File: config.mk
export PLATFORM = sky130hd
export DESIGN_NAME = exec_unit
export DESIGN_NICKNAME = d
export VERILOG_FILES = /design/src/rtl/exec_unit.sv
export SDC_FILE = /design/constraint.sdc
export NUM_CORES = 1
export LEC_CHECK = 0
export ABC_AREA = 0
export ABC_CLOCK_PERIOD_IN_PS = 5800
export CAP_MARGIN = 10
export CORE_MARGIN = 10
export CORE_UTILIZATION = 40
export DETAILED_ROUTE_END_ITERATION = 10
export GPL_TIMING_DRIVEN = 0
export SLEW_MARGIN = 5
export SYNTH_ARGS = -nofsm -noshare
export SYNTH_HDL_FRONTEND = slang
export SYNTH_SLANG_ARGS = --single-unit
File: constraint.sdc
create_clock -name clk -period 5.8 [get_ports clk]
set_input_delay 1.16 -clock clk [delete_from_list [all_inputs] [get_ports clk]]
set_output_delay 1.16 -clock clk [all_outputs]
set_load 0.01 [all_outputs]
File: src/rtl/exec_unit.sv
// exec_unit: ALU execute stage with iterative MUL/DIV and write-back pulse.
// Ports: clk/rst, issue (valid/ready, op, rd_in, a, b), flush, wb_*, flags.
module exec_unit #(
  parameter int DATA_W = 8
) (
  input  logic              clk,
  input  logic              rst,
  input  logic              issue_valid,
  output logic              issue_ready,
  input  logic [2:0]        op,
  input  logic [2:0]        rd_in,
  input  logic [DATA_W-1:0] a,
  input  logic [DATA_W-1:0] b,
  input  logic              flush,
  output logic              wb_we,
  output logic [2:0]        wb_rd,
  output logic [DATA_W-1:0] wb_data,
  output logic              flag_z,
  output logic              flag_c
);

  localparam logic [2:0] OP_ADD = 3'b000;
  localparam logic [2:0] OP_SUB = 3'b001;
  localparam logic [2:0] OP_AND = 3'b010;
  localparam logic [2:0] OP_OR  = 3'b011;
  localparam logic [2:0] OP_XOR = 3'b100;
  localparam logic [2:0] OP_SHL = 3'b101;
  localparam logic [2:0] OP_MUL = 3'b110;
  localparam logic [2:0] OP_DIV = 3'b111;

  typedef enum logic [1:0] {
    IDLE,
    MUL,
    DIV
  } state_t;

  state_t state, state_nx;

  logic [2:0]          cnt;
  logic [2:0]          rd_q;
  logic [DATA_W-1:0]   a_q;
  logic [DATA_W-1:0]   b_q;
  logic [DATA_W-1:0]   rem;
  logic [2*DATA_W-1:0] prod;

  logic accept;
  logic last;
  logic long_op;

  assign issue_ready = (state == IDLE);
  // flush in IDLE suppresses a same-cycle issue
  assign accept  = issue_valid && issue_ready && !flush;
  assign last    = (cnt == 3'd7);
  assign long_op = (op == OP_MUL) || (op == OP_DIV);

  // single-cycle ALU
  logic [DATA_W:0]     sum_w;
  logic [2*DATA_W-1:0] shl_w;
  logic [DATA_W-1:0]   alu_res;
  logic                alu_c;

  assign sum_w = {1'b0, a} + {1'b0, b};
  assign shl_w = {{DATA_W{1'b0}}, a} << b[2:0];

  always_comb begin
    alu_res = '0;
    alu_c   = 1'b0;
    unique case (1'b1)
      (op == OP_ADD): begin
        alu_res = sum_w[DATA_W-1:0];
        alu_c   = sum_w[DATA_W];
      end
      (op == OP_SUB): begin
        alu_res = a - b;
        alu_c   = (a < b);
      end
      (op == OP_AND): alu_res = a & b;
      (op == OP_OR):  alu_res = a | b;
      (op == OP_XOR): alu_res = a ^ b;
      (op == OP_SHL): begin
        // bit DATA_W holds the last bit shifted out; zero for shift 0
        alu_res = shl_w[DATA_W-1:0];
        alu_c   = shl_w[DATA_W];
      end
      default: ;
    endcase
  end

  // shift-add multiply step: add a << cnt when b bit cnt is set
  logic [2*DATA_W-1:0] mul_add;
  logic [2*DATA_W-1:0] prod_nx;

  assign mul_add = b_q[cnt] ? ({{DATA_W{1'b0}}, a_q} << cnt) : '0;
  assign prod_nx = prod + mul_add;

  // restoring divide step: dividend shifts out of a_q, quotient shifts in
  logic [DATA_W+1:0]   div_diff;
  logic                qbit;
  logic [DATA_W-1:0]   rem_nx;
  logic [DATA_W-1:0]   quot_nx;

  assign div_diff = {1'b0, rem, a_q[DATA_W-1]} - {2'b00, b_q};
  assign qbit     = !div_diff[DATA_W+1];
  assign rem_nx   = qbit ? div_diff[DATA_W-1:0]
                         : {rem[DATA_W-2:0], a_q[DATA_W-1]};
  assign quot_nx  = {a_q[DATA_W-2:0], qbit};

  always_ff @(posedge clk or posedge rst) begin
    if (rst) state <= IDLE;
    else     state <= state_nx;
  end

  always_comb begin
    state_nx = state;
    unique case (state)
      IDLE: begin
        if (accept && op == OP_MUL) state_nx = MUL;
        if (accept && op == OP_DIV) state_nx = DIV;
      end
      MUL, DIV: begin
        if (flush || last) state_nx = IDLE;
      end
      default: state_nx = IDLE;
    endcase
  end

  always_ff @(posedge clk or posedge rst) begin
    if (rst) begin
      cnt     <= '0;
      rd_q    <= '0;
      a_q     <= '0;
      b_q     <= '0;
      rem     <= '0;
      prod    <= '0;
      wb_we   <= 1'b0;
      wb_rd   <= '0;
      wb_data <= '0;
      flag_z  <= 1'b0;
      flag_c  <= 1'b0;
    end else begin
      wb_we <= 1'b0;
      unique case (state)
        IDLE: begin
          if (accept) begin
            a_q  <= a;
            b_q  <= b;
            rd_q <= rd_in;
            cnt  <= '0;
            rem  <= '0;
            prod <= '0;
            if (!long_op) begin
              wb_we   <= 1'b1;
              wb_rd   <= rd_in;
              wb_data <= alu_res;
              flag_z  <= (alu_res == '0);
              flag_c  <= alu_c;
            end
          end
        end
        MUL: begin
          if (flush) begin
            cnt <= '0;
          end else begin
            prod <= prod_nx;
            cnt  <= cnt + 3'd1;
            if (last) begin
              wb_we   <= 1'b1;
              wb_rd   <= rd_q;
              wb_data <= prod_nx[DATA_W-1:0];
              flag_z  <= (prod_nx[DATA_W-1:0] == '0);
              flag_c  <= |prod_nx[2*DATA_W-1:DATA_W];
            end
          end
        end
        DIV: begin
          if (flush) begin
            cnt <= '0;
          end else begin
            // b == 0 never borrows, so the quotient fills with ones
            a_q <= quot_nx;
            rem <= rem_nx;
            cnt <= cnt + 3'd1;
            if (last) begin
              wb_we   <= 1'b1;
              wb_rd   <= rd_q;
              wb_data <= quot_nx;
              flag_z  <= (quot_nx == '0);
              flag_c  <= (b_q == '0);
            end
          end
        end
        default: ;
      endcase
    end
  end

endmodule

* Word-level counts from Yosys, hierarchy flattened
Index checks and enable logic that the tools add are counted.
Storage, ports and cells: bits in registers 62, output and inout port bits 15, logic and storage cells 124
Cells by class: $add $sub $neg 5, magnitude comparators 2, equal/unequal tests 20, shift-type cells 2, multiplexer cells 53, bitwise operators 3, reductions and logical operators 27
Operator list (number):
- 2-to-1 mux 8 bit | 11
- 2-to-1 mux 16 bit | 3
- case mux 8 bit (6 select lines) | 1
- logical NOT 8 bit | 4
- case mux 16 bit (2 select lines) | 1
- case mux 8 bit (2 select lines) | 2
- case mux 8 bit (3 select lines) | 1
- 2-to-1 mux 3 bit | 6
- 2-to-1 mux 1 bit | 17
- adder 16 bit | 1
- left shift 8 x 3 -> 16 bit | 1
- equality test 3 bit, second input constant | 5
- != test 2 bit, second input constant | 6
- case mux 3 bit (2 select lines) | 2
- subtractor 9 x 8 -> 10 bit | 1
- adder 8 x 8 -> 9 bit | 1
- case mux 1 bit (3 select lines) | 3
- left shift 8 x 3 -> 9 bit | 1
- bitwise AND 8 bit | 1
- less-than comparator 8 bit | 1
- OR 8 bit | 1
- OR reduction 8 bit | 1
- subtractor 8 bit | 1
- bitwise XOR 8 bit | 1
- 24 further kinds | 39

* Logic depth before layout (Yosys ltp)
Gate-level depths: netlist of run 1.
word-level depth 8, gate-level depth with buffers 16

* Least setup slack after synthesis of run 1
Ideal clock, no wire load.
kind reg2reg, from register cnt[0], to register flag_c, library setup time 0.129 ns, data arrival time 3.752 ns, data required time 5.671 ns, slack 1.918 ns, stages on the path, launching flop included 16, period minus slack after synthesis 3.882 ns, path through dfrtp_1 clkbuf_1 mux4_2 nand2_1 and2_1 clkbuf_1 nor2_1 ha_1 buf_2 o21a_1 o2bb2ai_1 or3_4 nor4b_4 a311oi_2 or3b_1 o41a_1
On the way: cells in the longest elaborated chain, start to end 8
Ends and longest elaborated chain:
- from (decl) | RTL line 39 | logic [2:0] cnt;
- from (signal assigned) | RTL line 165 | cnt <= cnt + 3'd1;
- from (signal assigned) | RTL line 182 | cnt <= cnt + 3'd1;
- binary-select mux 1 bit (select 3 bit) | RTL line 93 | assign mul_add = b_q[cnt] ? ({{DATA_W{1'b0}}, a_q} << cnt) : '0;
- 2-to-1 mux 1 bit (not written as such) | RTL line 93
- 2-to-1 mux 16 bit | RTL line 93
- adder 16 bit | RTL line 94 | assign prod_nx = prod + mul_add;
- OR reduction 8 bit | RTL line 171 | flag_c <= |prod_nx[2*DATA_W-1:DATA_W];
- 2-to-1 mux 1 bit | RTL line 166 | if (last) begin
- 2-to-1 mux 1 bit | RTL line 161 | if (flush) begin
- case mux 1 bit (3 select lines) | RTL line 142 | unique case (state)
- to (signal assigned) | RTL line 156 | flag_c <= alu_c;
- to (signal assigned) | RTL line 171
- to (signal assigned) | RTL line 188 | flag_c <= (b_q == '0);
- to (decl) | RTL line 19 | output logic flag_c
Parallel ways exist; a longest one is shown, timed or not. The select of a mux whose other input is x is not followed. A chain may end at the register's enable or synchronous reset.

* Worst setup path after layout of run 1
from input b[2], to register flag_c
On the way: cells in the longest elaborated chain, start to end 5
Ends and longest elaborated chain:
- from (decl) | RTL line 13 | input logic [DATA_W-1:0] b,
- adder 8 x 8 -> 9 bit, or another cell as far along | RTL line 62 | assign sum_w = {1'b0, a} + {1'b0, b};
- case mux 1 bit (3 select lines) (*) | RTL line 68 | unique case (1'b1)
- 2-to-1 mux 1 bit (*) | RTL line 151 | if (!long_op) begin
- 2-to-1 mux 1 bit (*) | RTL line 144 | if (accept) begin
- case mux 1 bit (3 select lines) (*) | RTL line 142
Mark *: on every way between the ends. The rest lies on a longest branch, timed or not. The select of a mux whose other input is x is not followed.

==> impl_metrics.csv, run 1 <==
group,metric,value,unit
clock_tree,cts_buffers,9,
grt,grt_pass1_vias,5828,
route,vias,5821,
sta,max_freq,213,MHz
grt,grt-ovfl-total,0,
logic_synthesis,synth_top_family_by_area,"compound AO/OA/AOI/OAI gates",
sta,setup_viol,0,
route,drc,0,
clock_tree,cts_resized,0,
worst_setup_path,arrival,4960,ps
placement,place.gp.congestion,0.955,
placement,portBuffers,40,
logic_synthesis,ys_async_sr_fraction,100,%
worst_setup_path,worstSetupStartpointType,"input pin",
worst_setup_path,criticalPathCategory,"input pin to register",
route,drtIter0Drc,496,
route,drt_first_pass_iters,5,
clock_tree,tritoncts,"yes",
worst_setup_path,cp_slowest_cell,"clkdlybuf4s50_1",
pwr,p_leak,3.01,nW
sta,finalWorstSetupSlack,1110,ps
sta,max_slew_margin,44.5,%
logic_synthesis,synth-edff-count,0,
hold_path,hold_path_class,"register to register",
hold_path,hold_end,"rd_q[2]$_DFFE_PP0P_",
worst_setup_path,slowest_delay,710,ps
placement,detailed_place_hpwl,14600,µm
clock_tree,clk_path_buf_depth,2,
grt,grt_max_degree,63,
worst_setup_path,r2r_end,"flag_c$_DFFE_PP0P_",
worst_setup_path,cp.required,6070,ps
sta,grt_setup_unrepaired,"no",
clock_tree,postCtsHoldBufs,0,
cells_and_area,nNetsFinal,882,
cells_and_area,antenna_cells,0,
route,wl_per_cell,18.6,µm
die,die_w,142,µm
logic_synthesis,syn_avg_cell_area,7.94,µm²
worst_setup_path,worstPathCellList,"clkdlybuf4s50_1 -> clkinv_1 -> ha_1 -> buf_2 -> nor3_1 -> or3_1 -> a221o_1 -> a2111oi_0 -> a2111oi_0 -> o31ai_1 -> o41a_1",
logic_synthesis,yosys_register_bits,62,
clock_tree,postCtsSetupBuffers,0,
logic_synthesis,synth-compound-area-share,26.2,%
worst_setup_path,reg2reg_depth,15,
die,die_h,142,µm
die,num_rows,44,
grt,grt_pass1_wl,30200,µm
die,core_area,14500,µm²
worst_setup_path,cpMostUsedCell,"a2111oi_0",
logic_synthesis,syn_inst,747,
logic_synthesis,dominantRegCellSynth,"dfrtp_1",
worst_setup_path,end_kind,"register",
clock_tree,ctsRootBufferMaster,"clkbuf_16",
placement,post-place-ws,829,ps
logic_synthesis,synthMuxAreaShare,6.27,%
pwr,vdd_drop_max,0.202,mV
sta,period_needed,4690,ps
cells_and_area,area_growth,15.8,%
clock_tree,clock-sinks,62,
run_status,status,"completed",
run,max_cap_violations,0,
die,io-pin-count,41,
clock_tree,clk_latency,340,ps
pwr,powerDensity,405,nW/µm²
hold_path,min-delay-start,"rd_q[2]$_DFFE_PP0P_",
grt,track_usage,18.5,%
logic_synthesis,synthesis.area,5930,µm²
grt,antenna_found_initial,0,
sta,tightest_slew,827,ps
worst_setup_path,r2r_slack,1400,ps
route,postRouteAntennaNets,0,
die,dieArea,20100,µm²
logic_synthesis,yosysUniqueCellTypes,80,
sta,fin_tns_setup,0,ps
logic_synthesis,yosys.area_share.adder,12.7,%
logic_synthesis,synth_simple_gate_area_share,21.5,%
worst_setup_path,r2r-start,"cnt[0]$_DFFE_PP0P_",
sta,slew_viol_final,0,
clock_tree,cts.reportedPaths.clkPinSlew,50,ps
route,via_per_inst,5.90,
hold_path,whs_path_depth,2,
sta,finalCritPeriodShare,80.9,%
sta,finalHoldViolCount,0,
logic_synthesis,yosys_warnings,0,
clock_tree,cts_max_level,3,
route,drt_wl_total,18300,µm
logic_synthesis,yosysSeqAreaShare,26.2,%
sta,skew,6.54,ps
logic_synthesis,synth-xor-area-share,1.33,%
cells_and_area,drive_gt1_share,5.48,%
worst_setup_path,cp_max_fo,9,
die,start_util,40.8,%
logic_synthesis,syn_nets,831,
stage by stage:
step	util, %	total power [mW]	instance area (µm²)	hold slack, ps	instances
floorplan	-	1.71	5930	445	747
global placement	45.1	2.16	6560	466	971
detailed placement	45.2	2.20	6560	467	971
CTS	47.2	2.78	6870	481	987
global route	47.2	3.01	6870	505	987
finish	47.2	2.78	6870	475	987
metal layers:
layer | GRT usage [%] | vias to the layer above | part of all wire (%)
li1 | - | 2817 | -
met1 | 25.4 | 2821 | 47
met2 | 27.8 | 158 | 44
met3 | 4.27 | 25 | 6.4
met4 | 5.97 | 0 | 2.0
met5 | 0 | - | 0
synthesized netlist by cell type, types with 5 or more instances:
cell       number  area (µm²)
nor3_1         17        85.1
mux4_2          6         135
a21oi_1        47         235
a21o_1         10        75.1
o211ai_1        6        45.0
o31a_1          6        52.6
dfrtp_1        62        1550
clkbuf_1       24        90.1
nand4_1         6        37.5
o31ai_1         8        60.1
a31oi_1         8        50.1
nand2_1       102         383
a2111oi_0       6        52.6
xnor2_1         7        61.3
mux2i_1        18         180
mux2_2          5        56.3
a22o_1          9        78.8
o21ai_0        65         325
nand3_1        13        65.1
nand2b_1        9        56.3
inv_1          48         180
nor2b_1        12        75.1
ha_1           54         676
or3_1           8        50.1
nor2_1         71         267
a211oi_1       12        90.1
o21a_1         10        75.1
worst max-delay path, delay by kind of cell:
kind	cells	cell delay [ps]
simple gates	2	530
compound gates	5	1640
buf+inv	3	1260
fa+ha+maj	1	370
how the worst max path moves through the flow:
| stage | from | to | slack [ps] | cells after the start |
|---|---|---|---|---|
| final | b[2] | flag_c$_DFFE_PP0P_ | 1110 | 11 |
| after global routing | b[1] | flag_z$_DFFE_PP0P_ | 880 | 11 |
| after CTS | b[2] | flag_c$_DFFE_PP0P_ | 1180 | 11 |
| after detailed placement | b[2] | flag_c$_DFFE_PP0P_ | 830 | 11 |
| after global placement | b[2] | flag_c$_DFFE_PP0P_ | 900 | 11 |
| after floorplan | cnt[0]$_DFFE_PP0P_ | flag_c$_DFFE_PP0P_ | 1920 | 15 |
sequential cells by signal (all words and copies together), names as in the netlist, 3 cells and up:
register / count
b_q: 8
rem: 8
wb_data: 8
prod: 16
wb_rd: 3
a_q: 8
rd_q: 3
cnt: 3
cell families after synthesis:
group,Yosys count
AOI/OAI and AO/OA,235
xor gates and xnor gates,9
adders and majority gates,58
buffers and inverters,84
DFF,62
muxes,29
and+or+nand+nor,270
final cells by class:
type / count / area, µm²
plain buffers: 33 / 149
multi-input cells: 601 / 4040
clock buffers: 13 / 260
fillers: 1452 / 7670
well taps: 184 / 230
inverters: 51 / 194
flip-flops and latches: 62 / 1550
clock inverters: 3 / 42.5
repair buffers: 40 / 400
power breakdown:
| part | leakage [nW] | switching [mW] | total, mW | internal, mW |
|---|---|---|---|---|
| combinational | 2.05 | 0.921 | 1.53 | 0.607 |
| clock | 0.146 | 0.202 | 0.558 | 0.356 |
| sequential | 0.810 | 0.126 | 0.693 | 0.567 |
layout by cell type (no fill, tap or decap), types with 7 or more instances in the layout:
master / n
a211oi_1: 12
a21o_1: 10
a21oi_1: 47
a22o_1: 9
a31oi_1: 8
clkbuf_1: 26
clkbuf_16: 9
clkdlybuf4s50_1: 40
dfrtp_1: 62
ha_1: 54
inv_1: 47
mux2i_1: 18
nand2_1: 102
nand2b_1: 9
nand3_1: 13
nor2_1: 71
nor2b_1: 12
nor3_1: 17
o21a_1: 10
o21ai_0: 65
o31ai_1: 8
or3_1: 8
xnor2_1: 7
Power figures use the tool's default switching activity.
==> run 2: changes to the inputs <==
--- a/config.mk
+++ b/config.mk
@@ -6,7 +6,7 @@
 export NUM_CORES = 1
 export LEC_CHECK = 0
 export ABC_AREA = 0
-export ABC_CLOCK_PERIOD_IN_PS = 5800
+export ABC_CLOCK_PERIOD_IN_PS = 4800
 export CAP_MARGIN = 10
 export CORE_MARGIN = 10
 export CORE_UTILIZATION = 40
==> constraint.sdc (replaced) <==
create_clock -name clk -period 4.8 [get_ports clk]
set_input_delay 0.96 -clock clk [delete_from_list [all_inputs] [get_ports clk]]
set_output_delay 0.96 -clock clk [all_outputs]
set_load 0.01 [all_outputs]
==> results of run 2 <==
The final DEF is identical to that of run 1. Status: completed.
Main changes from that run: setup slack after placement 829 ps -> 29.4 ps; setup slack after layout 1110 ps -> 308 ps; register-to-register setup slack 1400 ps -> 400 ps; total power 2.78 mW -> 3.36 mW; worst IR drop on VDD 0.202 mV -> 0.244 mV
